--- src/rtl/k16_mem_pkg.sv ---
// rtl/k16_mem_pkg.sv - shared types and default widths for the k16 memory arbiter
//
// Purpose : FSM state enum, read-owner enum and default parameter values
//           shared by k16_mem_arbiter and k16_burst_addr_gen.
// Ports   : none (package)
package k16_mem_pkg;

    localparam int DEF_ADDR_W  = 16;
    localparam int DEF_DATA_W  = 16;
    localparam int DEF_VID_RUN = 4;
    // Width of the video burst length field; 0 encodes 2**LEN_W words.
    localparam int LEN_W       = 8;

    typedef enum logic {
        ST_IDLE  = 1'b0,
        ST_BURST = 1'b1
    } state_e;

    typedef enum logic [1:0] {
        OWN_NONE = 2'd0,
        OWN_CPU  = 2'd1,
        OWN_VID  = 2'd2
    } owner_e;

endpackage

--- src/rtl/k16_burst_addr_gen.sv ---
// rtl/k16_burst_addr_gen.sv - video burst address generator and word counter
//
// Purpose : holds the current video address and the number of words still
//           to be issued. Loaded at burst start, stepped on every video grant.
// Ports   : clk, reset (async, active low)
//           load     - latch base/len (burst accepted this cycle)
//           base,len - burst start address and word count (len 0 = 256)
//           advance  - a video slot was granted this cycle
//           addr     - address to present on the next video slot
//           last     - the next video slot is the final one of the burst
module k16_burst_addr_gen
    import k16_mem_pkg::*;
#(
    parameter int ADDR_W = DEF_ADDR_W
) (
    input  logic              clk,
    input  logic              reset,
    input  logic              load,
    input  logic [ADDR_W-1:0] base,
    input  logic [LEN_W-1:0]  len,
    input  logic              advance,
    output logic [ADDR_W-1:0] addr,
    output logic              last
);

    // One extra bit so a length of 0 can represent the full 256 words.
    localparam int CNT_W = LEN_W + 1;

    logic [ADDR_W-1:0] addr_q, addr_d;
    logic [CNT_W-1:0]  remain_q, remain_d;

    always_comb begin
        addr_d   = addr_q;
        remain_d = remain_q;
        if (load) begin
            addr_d   = base;
            remain_d = (len == '0) ? {1'b1, {LEN_W{1'b0}}} : {1'b0, len};
        end else if (advance && (remain_q != '0)) begin
            // Natural wrap of the adder gives modulo 2**ADDR_W addressing.
            addr_d   = addr_q + ADDR_W'(1);
            remain_d = remain_q - CNT_W'(1);
        end
    end

    always_ff @(posedge clk or negedge reset) begin
        if (!reset) begin
            addr_q   <= '0;
            remain_q <= '0;
        end else begin
            addr_q   <= addr_d;
            remain_q <= remain_d;
        end
    end

    assign addr = addr_q;
    assign last = (remain_q == CNT_W'(1));

endmodule

--- src/rtl/k16_mem_arbiter.sv ---
// rtl/k16_mem_arbiter.sv - single-port RAM arbiter between a CPU and a video burst reader
//
// Purpose : grants one RAM slot per clock to the CPU, the video reader or
//           nobody, and routes synchronous read data back to its owner.
// Build   : define K16_MEM_ARB_FAIRNESS_EN to let a waiting CPU in after
//           VID_RUN consecutive video slots; otherwise video has strict
//           priority for the whole burst.
// Ports   : clk, reset (async, active low)
//           cpu_req/cpu_we/cpu_addr/cpu_wdata  - CPU access request
//           cpu_hold                           - CPU stall (request not granted)
//           cpu_rdata/cpu_rvalid               - CPU read return
//           vid_start/vid_base/vid_len         - video burst start
//           vid_busy                           - burst in progress
//           vid_rdata/vid_valid/vid_done       - video read return, last-word pulse
//           ram_addr/ram_wdata/ram_we/ram_rdata - synchronous RAM port
module k16_mem_arbiter
    import k16_mem_pkg::*;
#(
    parameter int ADDR_W  = DEF_ADDR_W,
    parameter int DATA_W  = DEF_DATA_W,
    parameter int VID_RUN = DEF_VID_RUN
) (
    input  logic              clk,
    input  logic              reset,
    input  logic              cpu_req,
    input  logic              cpu_we,
    input  logic [ADDR_W-1:0] cpu_addr,
    input  logic [DATA_W-1:0] cpu_wdata,
    output logic              cpu_hold,
    output logic [DATA_W-1:0] cpu_rdata,
    output logic              cpu_rvalid,
    input  logic              vid_start,
    input  logic [ADDR_W-1:0] vid_base,
    input  logic [LEN_W-1:0]  vid_len,
    output logic              vid_busy,
    output logic [DATA_W-1:0] vid_rdata,
    output logic              vid_valid,
    output logic              vid_done,
    output logic [ADDR_W-1:0] ram_addr,
    output logic [DATA_W-1:0] ram_wdata,
    output logic              ram_we,
    input  logic [DATA_W-1:0] ram_rdata
);

    if (VID_RUN < 1) begin : g_vid_run_chk
        $error("VID_RUN must be at least 1");
    end

    state_e            state_q, state_d;
    owner_e            owner_q, owner_d;
    logic              vid_last_q, vid_last_d;
    logic              cpu_grant, vid_grant;
    logic              burst_load;
    logic [ADDR_W-1:0] gen_addr;
    logic              gen_last;

`ifdef K16_MEM_ARB_FAIRNESS_EN
    localparam int RUN_W = $clog2(VID_RUN + 1);
    logic [RUN_W-1:0] run_q, run_d;
`endif

    assign burst_load = (state_q == ST_IDLE) && vid_start;

    k16_burst_addr_gen #(
        .ADDR_W (ADDR_W)
    ) u_addr_gen (
        .clk     (clk),
        .reset   (reset),
        .load    (burst_load),
        .base    (vid_base),
        .len     (vid_len),
        .advance (vid_grant),
        .addr    (gen_addr),
        .last    (gen_last)
    );

    // Grant decision. Nothing is granted while reset is low so cpu_hold
    // still follows cpu_req and the RAM sees no write.
    always_comb begin
        cpu_grant = 1'b0;
        vid_grant = 1'b0;
        if (reset) begin
            if (state_q == ST_IDLE) begin
                cpu_grant = cpu_req;
            end else begin
`ifdef K16_MEM_ARB_FAIRNESS_EN
                cpu_grant = cpu_req && (run_q == RUN_W'(VID_RUN));
`endif
                vid_grant = !cpu_grant;
            end
        end
    end

    always_comb begin
        state_d = state_q;
        case (state_q)
            ST_IDLE:  if (vid_start) state_d = ST_BURST;
            ST_BURST: if (vid_grant && gen_last) state_d = ST_IDLE;
            default:  state_d = ST_IDLE;
        endcase
    end

    // Owner of the RAM data returning next cycle; CPU writes return nothing.
    always_comb begin
        owner_d = OWN_NONE;
        if (cpu_grant && !cpu_we) begin
            owner_d = OWN_CPU;
        end else if (vid_grant) begin
            owner_d = OWN_VID;
        end
        vid_last_d = vid_grant && gen_last;
    end

`ifdef K16_MEM_ARB_FAIRNESS_EN
    // Consecutive video slots since the last CPU slot. It saturates at
    // VID_RUN so a CPU that turns up late is let in on its first request.
    always_comb begin
        run_d = run_q;
        if (cpu_grant || (state_d == ST_IDLE)) begin
            run_d = '0;
        end else if (vid_grant && (run_q < RUN_W'(VID_RUN))) begin
            run_d = run_q + RUN_W'(1);
        end
    end
`endif

    always_ff @(posedge clk or negedge reset) begin
        if (!reset) begin
            state_q    <= ST_IDLE;
            owner_q    <= OWN_NONE;
            vid_last_q <= 1'b0;
`ifdef K16_MEM_ARB_FAIRNESS_EN
            run_q      <= '0;
`endif
        end else begin
            state_q    <= state_d;
            owner_q    <= owner_d;
            vid_last_q <= vid_last_d;
`ifdef K16_MEM_ARB_FAIRNESS_EN
            run_q      <= run_d;
`endif
        end
    end

    always_comb begin
        ram_addr  = '0;
        ram_wdata = '0;
        ram_we    = 1'b0;
        if (cpu_grant) begin
            ram_addr  = cpu_addr;
            ram_wdata = cpu_wdata;
            ram_we    = cpu_we;
        end else if (vid_grant) begin
            ram_addr  = gen_addr;
        end
    end

    assign cpu_hold   = cpu_req && !cpu_grant;
    assign vid_busy   = (state_q == ST_BURST);

    // RAM data arrives the cycle after the address, exactly when the
    // registered owner is valid, so it is steered straight through.
    assign cpu_rvalid = (owner_q == OWN_CPU);
    assign vid_valid  = (owner_q == OWN_VID);
    assign cpu_rdata  = cpu_rvalid ? ram_rdata : '0;
    assign vid_rdata  = vid_valid  ? ram_rdata : '0;
    assign vid_done   = vid_valid && vid_last_q;

endmodule

--- config.mk ---
export PLATFORM = sky130hd
export DESIGN_NAME = k16_mem_arbiter
export DESIGN_NICKNAME = d
export VERILOG_FILES = /design/src/rtl/k16_mem_pkg.sv /design/src/rtl/k16_burst_addr_gen.sv /design/src/rtl/k16_mem_arbiter.sv
export SDC_FILE = /design/constraint.sdc
export NUM_CORES = 1
export LEC_CHECK = 0
export ABC_AREA = 1
export BUFFER_PORTS_ARGS = -buffer_cell sky130_fd_sc_hd__clkbuf_2
export CORE_UTILIZATION = 44
export DETAILED_ROUTE_END_ITERATION = 10
export HOLD_SLACK_MARGIN = 0.08
export PLACE_DENSITY = 0.85
export SETUP_SLACK_MARGIN = 0.05
export SYNTH_ARGS = -nofsm -noshare
export SYNTH_HDL_FRONTEND = slang
export SYNTH_SLANG_ARGS = --single-unit
--- constraint.sdc ---
create_clock -name clk -period 2 [get_ports clk]
set_clock_uncertainty 0.2 [all_clocks]
set_input_delay 0.1 -clock clk [delete_from_list [all_inputs] [get_ports clk]]
set_output_delay 0.1 -clock clk [all_outputs]
set_load 0.05 [all_outputs]
Yosys cells after proc, flatten, opt, wreduce, memory -nomap -nowiden
Index checks and enable logic that the tools add are counted.

operators by class
  eq/ne operators = 3
  reductions and logical operators = 11
  add/sub/neg operators = 2
  multiplexer cells = 20
  bitwise operators = 1

operator list
  operator                                           count
  2-to-1 mux 16 bit                                  7
  2-to-1 mux 9 bit                                   3
  adder 16 x 1 -> 16 bit (second input constant)     1
  == test 9 x 1 -> 1 bit (second input constant)     1
  nonzero test 9 bit                                 1
  subtractor 9 x 1 -> 9 bit (second input constant)  1
  zero test 8 bit                                    1
  2-to-1 mux 1 bit                                   7
  logical AND 1 bit                                  6
  2-to-1 mux 2 bit                                   2
  == test 2 x 1 -> 1 bit (second input constant)     1
  == test 2 bit (second input constant)              1
  zero test 1 bit                                    2
  case mux 1 bit (2 select lines)                    1
  nonzero test 2 bit                                 1
  NOT 1 bit                                          1

storage, ports and cells
  input bits = 77
  register bits after elaboration = 29
  word-level logic and storage cells = 42
  output and inout bits = 70

Depth between registers and ports, before layout
Gate-level depths: netlist (run 1).

  word-level depth = 5
  depth in mapped cells = 10
  depth with buffers taken out = 10

Modules after synthesis
From an unflattened synthesis (run 1), not the netlist that was laid out.

second synthesis, totals
  cell total of the unflattened synthesis = 437
  area total of the unflattened synthesis = 2,652.5 µm²

by module, submodules not included
  module              sequential area each (µm²)  area each (µm²)  instances  cells each
  k16_burst_addr_gen  625.6                       1,829.3          1          273
  k16_mem_arbiter     100.1                       823.3            1          164

Worst setup path after synthesis (run 1)
No wires, ideal clock.

  path kind = flip-flop to output port
  start = register owner_q[0]
  end = output vid_rdata[10]
  buffers on the path = 1
  path slack = -0.683 ns
  arrival time = 2.383 ns
  required time = 1.700 ns
  cell stages (with the launch flop) = 5
  cells stage by stage = dfrtp_1 nor2_1 clkinv_1 clkbuf_1 nor2_1

on the way
  word-level cells in the longest chain between the ends = 2

RTL lines
  what                      line                    source
  start: declaration        k16_mem_arbiter.sv:50   owner_e owner_q, owner_d;
  start signal: assignment  k16_mem_arbiter.sv:137  owner_q <= owner_d;
  == test 2 bit             k16_mem_arbiter.sv:164  assign vid_valid = (owner_q == OWN_VID);
  named net vid_valid       k16_mem_arbiter.sv:37   output logic vid_valid,
  2-to-1 mux 16 bit         k16_mem_arbiter.sv:166  assign vid_rdata = vid_valid ? ram_rdata : '0;
  end: declaration          k16_mem_arbiter.sv:36   output logic [DATA_W-1:0] vid_rdata,

The timed path passes the listed nets, and every way through them passes these cells.

Worst setup path in the final report (run 1)
  start = register state_q (netlist: vid_busy)
  end = output ram_addr[12]

on the way
  word-level cells in the longest chain between the ends = 4
  elaborated cells on any way between the ends = 6
  classes of those cells = 6 x mux

RTL lines
  what                      line                    source
  start: declaration        k16_mem_arbiter.sv:49   state_e state_q, state_d;
  start signal: assignment  k16_mem_arbiter.sv:136  state_q <= state_d;
  2-to-1 mux 1 bit          k16_mem_arbiter.sv:83   if (state_q == ST_IDLE) begin
  2-to-1 mux 1 bit          k16_mem_arbiter.sv:82   if (reset) begin
  2-to-1 mux 16 bit         k16_mem_arbiter.sv:153  end else if (vid_grant) begin
  2-to-1 mux 16 bit (*)     k16_mem_arbiter.sv:149  if (cpu_grant) begin
  end: declaration          k16_mem_arbiter.sv:39   output logic [ADDR_W-1:0] ram_addr,

Mark *: on every way between the ends. The rest lies on a longest branch, timed or not.

==> impl_metrics.tcl, run 1 <==
set metrics [dict create \
    synth-simple-area-share_pct 41.64 \
    synth_fa_ha_area_share_pct 2.009 \
    rsz0062_at_grt "no" \
    clk_pin_slew_worst_paths_ns 0.07 \
    drt_iter0_drc 198 \
    io_pins 147 \
    grt.overflow.total 0 \
    maxCapViolCount 0 \
    crit_type "reg -> out" \
    wl_per_cell_um 12.13 \
    cts_tree "yes" \
    drc 0 \
    end_kind "output port" \
    startpoint_type "flop" \
    yosys_warnings 0 \
    ys_ff_latch 29 \
    synth_ff_type "dfrtp_1" \
    min_period_ns 1.892 \
    grt_pass1_vias 3026 \
    syn_area_um2 2491 \
    switching_share_pct 46.96 \
    drt.antenna.violating_nets 0 \
    dr_total_vias 3180 \
    syn2layout_area_growth_pct 59.67 \
    postSynthAreaPerCell_um2 6.061 \
    vias_per_cell 4.818 \
    nets 668 \
    numClockSinks 29 \
    r2r_cells 9 \
    seq_power_share_pct 27.3 \
    fp.dieArea_um2 5967 \
    die_w_um 77.25 \
    postPlaceCellArea_um2 3551 \
    crit_required_ns 1.70 \
    gp_congestion 0.9014 \
    drv_slew 0 \
    holdWs_ns 0.1694 \
    start_util_pct 45.52 \
    fmax_ghz 0.5284 \
    die_y_um 77.25 \
    intPower_mw 2.073 \
    max-clock-path-buffers 2 \
    ys_async_sr_fraction_pct 100.0 \
    cts_buffers 5 \
    setup_violations 0 \
    finalWirelength_um 8005 \
    p_sw_mw 1.836 \
    cts_max_level 2 \
    min_path_type "in -> reg" \
    numPortBuffers 146 \
    syn_nets 492 \
    holdPathStages 3 \
    regArea_um2 726.9 \
    dp_hpwl_um 5907 \
    synthCells 411 \
    p_clk_share_pct 18.8 \
    r2r_slack_ns 0.20 \
    peakVddDrop_mv 0.7446 \
    period_share_pct 94.62 \
    p_leak_nw 2.208 \
    clockRootBuffer "clkbuf_8" \
    firstDrtPassIters 4 \
    grt_pass1_wl_um 13050 \
    antenna_found_initial 0 \
    muxShareOfSynthArea_pct 0 \
    synth_edf_count 0 \
    power_mw 3.909 \
    synthXorXnorAreaFrac_pct 4.219 \
    combPwrFrac_pct 53.9 \
    max-slew-margin-rel_pct 29.43 \
    insertion_delay_ns 0.29 \
    status "completed" \
    final_area_um2 3978 \
    n_fill_cell 437 \
    synth-compound-area-share_pct 9.191 \
    hold_viol 0 \
    crit_fanout 9 \
    arrival_ns 1.59 \
    grt_util_all_layers_pct 27.20 \
    num_antenna_cells 0 \
    ys_types 29 \
    multiInputGateArea_um2 1599 \
    synth_top_family_by_area "simple AND/OR/NAND/NOR gates" \
    tns_ns 0 \
    rows 27 \
    cellPowerDensity_nw_per_um2 982.8 \
    utilization_pct 72.68 \
    drive_above_1_share_pct 37.59 \
    grt_max_degree 24 \
    post-cts-setup-buffers 0 \
    yosysSeqAreaShare_pct 29.13 \
    core-area_um2 5473 \
    tightest_slew_ns 1.055 \
]
logic make-up after synthesis:
family                   Yosys count
flip-flops                        29
adder cells (fa/ha/maj)            4
buffers and inverters             83
AO/OA/AOI/OAI                     35
AND/OR/NAND/NOR                  248
XOR/XNOR                          12
state kept, by name, indices dropped and copies added (netlist names):
register,cells
u_addr_gen.addr,16
vid_last_q,1
owner_q,2
u_addr_gen.remain_q,9
vid_busy,1
final cells by class:
type	count	share of cell area [%]
multi-input combinational	299	40.20
timing repair buffer	181	29.13
sequential	29	18.28
inverter	71	6.763
tap	72	2.265
clock buffer	5	1.730
clock inverter	3	1.636
worst paths after layout:
kind,endpoint,start
hold / removal,owner_q[1],reset
setup / recovery,ram_addr[12],vid_busy
hold reg to reg,u_addr_gen.remain_q[0],u_addr_gen.remain_q[0]
min in group asynchronous,u_addr_gen.addr[9],reset
setup reg to reg,u_addr_gen.addr[7],u_addr_gen.remain_q[2]
max in group asynchronous,u_addr_gen.remain_q[7],reset
power by group through the flow:
stage	clock [mW]	sequential, mW	combinational [mW]
4_1_cts	0.740	1.06	2.10
6_report	0.736	1.07	2.11
3_5_place_dp	0	1.07	2.04
3_3_place_gp	0	1.05	1.98
2_1_floorplan	0	1.01	1.54
5_1_grt	0.768	1.09	2.31
critical path: stages, from the launching register on:
cell and delay [ns]:
dfrtp_2 0.43, nand2_2 0.19, buf_4 0.26, o21ai_2 0.13, buf_2 0.29
stage by stage:
stage	cells	setup slack, ns
finish	660	0.1076
global route	660	0.04652
CTS	660	0.09435
detailed placement	624	0.2057
global placement	624	0.2575
floorplan	411	-0.1253
routing by layer:
metal	vias up	global-route usage (%)	wire, um
met4	0	11.13	176
met3	19	5.238	582
met1	1416	30.17	3114
li1	1596	-	-
met2	149	50.18	4133
met5	-	0	0
cells in the mapped netlist, types with 4 or more instances:
cell type	n	share of area (%)
nand4_1	5	1.3
nand2_1	109	16
ha_1	4	2.0
clkbuf_1	5	0.75
o21ai_2	8	2.8
nor2_1	90	14
dfrtp_1	29	29
inv_1	65	9.8
o21ai_0	18	3.6
xor2_1	8	2.8
nand2_2	4	1.0
inv_2	5	0.75
xnor2_1	4	1.4
nand3_1	31	6.2
cell usage in the layout (no fill, tap or decap), types with 4 or more instances in the layout:
master,netlist,layout
nand4_1,5,5
nor2_1,90,67
clkbuf_8,0,5
nand3_1,31,31
buf_4,2,7
o21ai_4,0,4
xnor2_1,4,4
o21ai_0,18,8
inv_2,5,4
nor2_2,2,15
nor2_4,2,12
ha_1,4,4
nand2_1,109,108
buf_12,0,6
o21ai_2,8,14
inv_1,65,65
dlygate4sd3_1,0,28
dfrtp_1,29,28
clkbuf_2,0,135
xor2_1,8,8
nand2_2,4,5
repair_timing:
item,4_1_cts,5_1_grt
endpoints found under the setup margin,5,22
hold endpoints to repair,56,0
gates resized for setup,1,9
hold buffers,28,0
pin swaps,0,0
(Power assumes the default switching activity.)
==> run 2, diff against run 1 <==
MAX_ROUTING_LAYER = met4   (was not set)
==> run 2 against run 1 <==
Global-route usage increased by 1.6 points. Non-clock buffer count is the same. First-iteration DRC count fell by 10%. Clock-buffer cell count increased by 1. Critical endpoint is now ram_addr[13]. Clock power down 35%. Sequential power about the same.
==> impl_metrics.tcl, run 2 (same netlist as run 1, synthesis figures left out) <==
set metrics [dict create \
    firstDrtPassIters 5 \
    insertion_delay_ns 0.29 \
    dp.cells 625 \
    hold_viol 0 \
    period_share_pct 93.75 \
    die_w_um 77.25 \
    r2r_slack_ns 0.20 \
    grt_max_degree 24 \
    crit_fanout 9 \
    io_pins 147 \
    p_leak_nw 2.188 \
    setup_violations 0 \
    post-cts-setup-buffers 0 \
    gp_congestion 0.9121 \
    numClockSinks 29 \
    arrival_ns 1.57 \
    dp_hpwl_um 5936 \
    numPortBuffers 146 \
    clk_pin_slew_worst_paths_ns 0.06 \
    regArea_um2 726.9 \
    multiInputGateArea_um2 1605 \
    max-slew-margin-rel_pct 71.06 \
    crit_type "reg -> out" \
    critPathBufInv 2 \
    most-common-layout-cells "clkbuf_2, nand2_1, nor2_1, inv_1, nand3_1" \
    fp.dieArea_um2 5967 \
    dr_total_vias 3200 \
    power_mw 3.658 \
    grt_pass1_wl_um 13480 \
    wl_per_cell_um 12.14 \
    tightest_slew_ns 0.4335 \
    cts_buffers 5 \
    drc 0 \
    crit_path_top_delay_cell "dfrtp_2" \
    path_delay_family "buffers and inverters" \
    die_y_um 77.25 \
    status "completed" \
    antenna_found_initial 0 \
    cpPeakStageDelay_ns 0.43 \
    n_fill_cell 438 \
    fin_cells 660 \
    fmax_ghz 0.5333 \
    maxCapViolCount 0 \
    drv_slew 0 \
    grt.overflow.total 0 \
    cp_cell_sequence "nand2_2 > buf_4 > o21ai_2 > buf_2" \
    syn2layout_area_growth_pct 57.86 \
    cts_max_level 2 \
    finalWirelength_um 8015 \
    peakVddDrop_mv 0.7469 \
    clockRootBuffer "clkbuf_8" \
    drt.antenna.violating_nets 0 \
    min_period_ns 1.875 \
    drt_iter0_drc 178 \
    vias_per_cell 4.848 \
    drive_above_1_share_pct 37.41 \
    grt_pass1_vias 3096 \
    largest_register_ffs 16 \
    crit_required_ns 1.70 \
    min_path_type "in -> reg" \
    nets 668 \
    cellPowerDensity_nw_per_um2 930.3 \
    max-clock-path-buffers 2 \
    start_util_pct 45.52 \
    end_kind "output port" \
    cts_tree "yes" \
    rsz0062_at_grt "no" \
    startpoint_type "flop" \
    rows 27 \
    num_antenna_cells 0 \
    core-area_um2 5473 \
    layout_commonest_cell "clkbuf_2" \
    grt_util_all_layers_pct 28.77 \
]
-- run 2: cell count changes in the layout (fill, tap and decap cells not counted), sizes merged --
| cell | delta |
|---|---|
| clkinv | +1 |
| bufinv | -2 |
| dlygate4sd3 | -1 |
| clkbuf | +1 |
| buf | +1 |
-- run 2: per-stage QoR --
stage	cell area [um2]	utilization, %	setup TNS [ns]	hold WS, ns	setup WS [ns]
2_1_floorplan	2669	-	-0.5016	-0.3956	-0.1253
3_3_place_gp	3558	65.02	0	-0.2041	0.2571
3_5_place_dp	3558	65.02	0	-0.1969	0.2139
4_1_cts	3914	71.51	0	0.1578	0.09702
5_1_grt	3933	71.86	0	0.1870	0.05282
6_report	3933	71.86	0	0.1603	0.1250
-- run 2: worst paths after layout --
kind / end / from / cells after the start
max: ram_addr[13] / vid_busy / 4
max reg2reg: u_addr_gen.addr[6] / u_addr_gen.addr[0] / 6
min reg2reg: u_addr_gen.remain_q[8] / u_addr_gen.remain_q[8] / 2
min: owner_q[1] / reset / 3
max in group asynchronous: u_addr_gen.remain_q[7] / reset / 3
min in group asynchronous: u_addr_gen.addr[6] / reset / 2
-- run 2: tightest hold or removal path: cells and delay by family --
kind / cells / cell delay [ns]
buffers and inverters: 2 / 0.24
AND/OR/NAND/NOR: 1 / 0.24
-- run 2: report_power, final --
part           total (mW)  switching, mW  internal, mW
clock network       0.475          0.235         0.241
logic                2.12           1.34         0.780
registers            1.07          0.261         0.805
total                3.66           1.83          1.83
-- run 2: layer usage --
| metal | GRT usage (%) | vias to the layer above | share of wire, % |
|---|---|---|---|
| li1 | - | 1599 | - |
| met1 | 31.44 | 1448 | 40 |
| met2 | 50.53 | 132 | 51 |
| met3 | 5.952 | 21 | 6.5 |
| met4 | 11.70 | 0 | 2.5 |
| met5 | - | - | 0 |
-- run 2: what timing repair did --
item,in CTS,in global routing
setup endpoints to repair,4,23
hold buffers,27,0
endpoints found under the hold margin,56,0
resized for setup,1,11
-- run 2: layout make-up --
type | count | area share (%)
clock buffer | 6 | 1.845
clock inverter | 2 | 0.2545
inverter | 71 | 6.841
timing repair buffer | 181 | 29.46
sequential | 29 | 18.49
tap | 72 | 2.291
multi-input combinational | 299 | 40.82
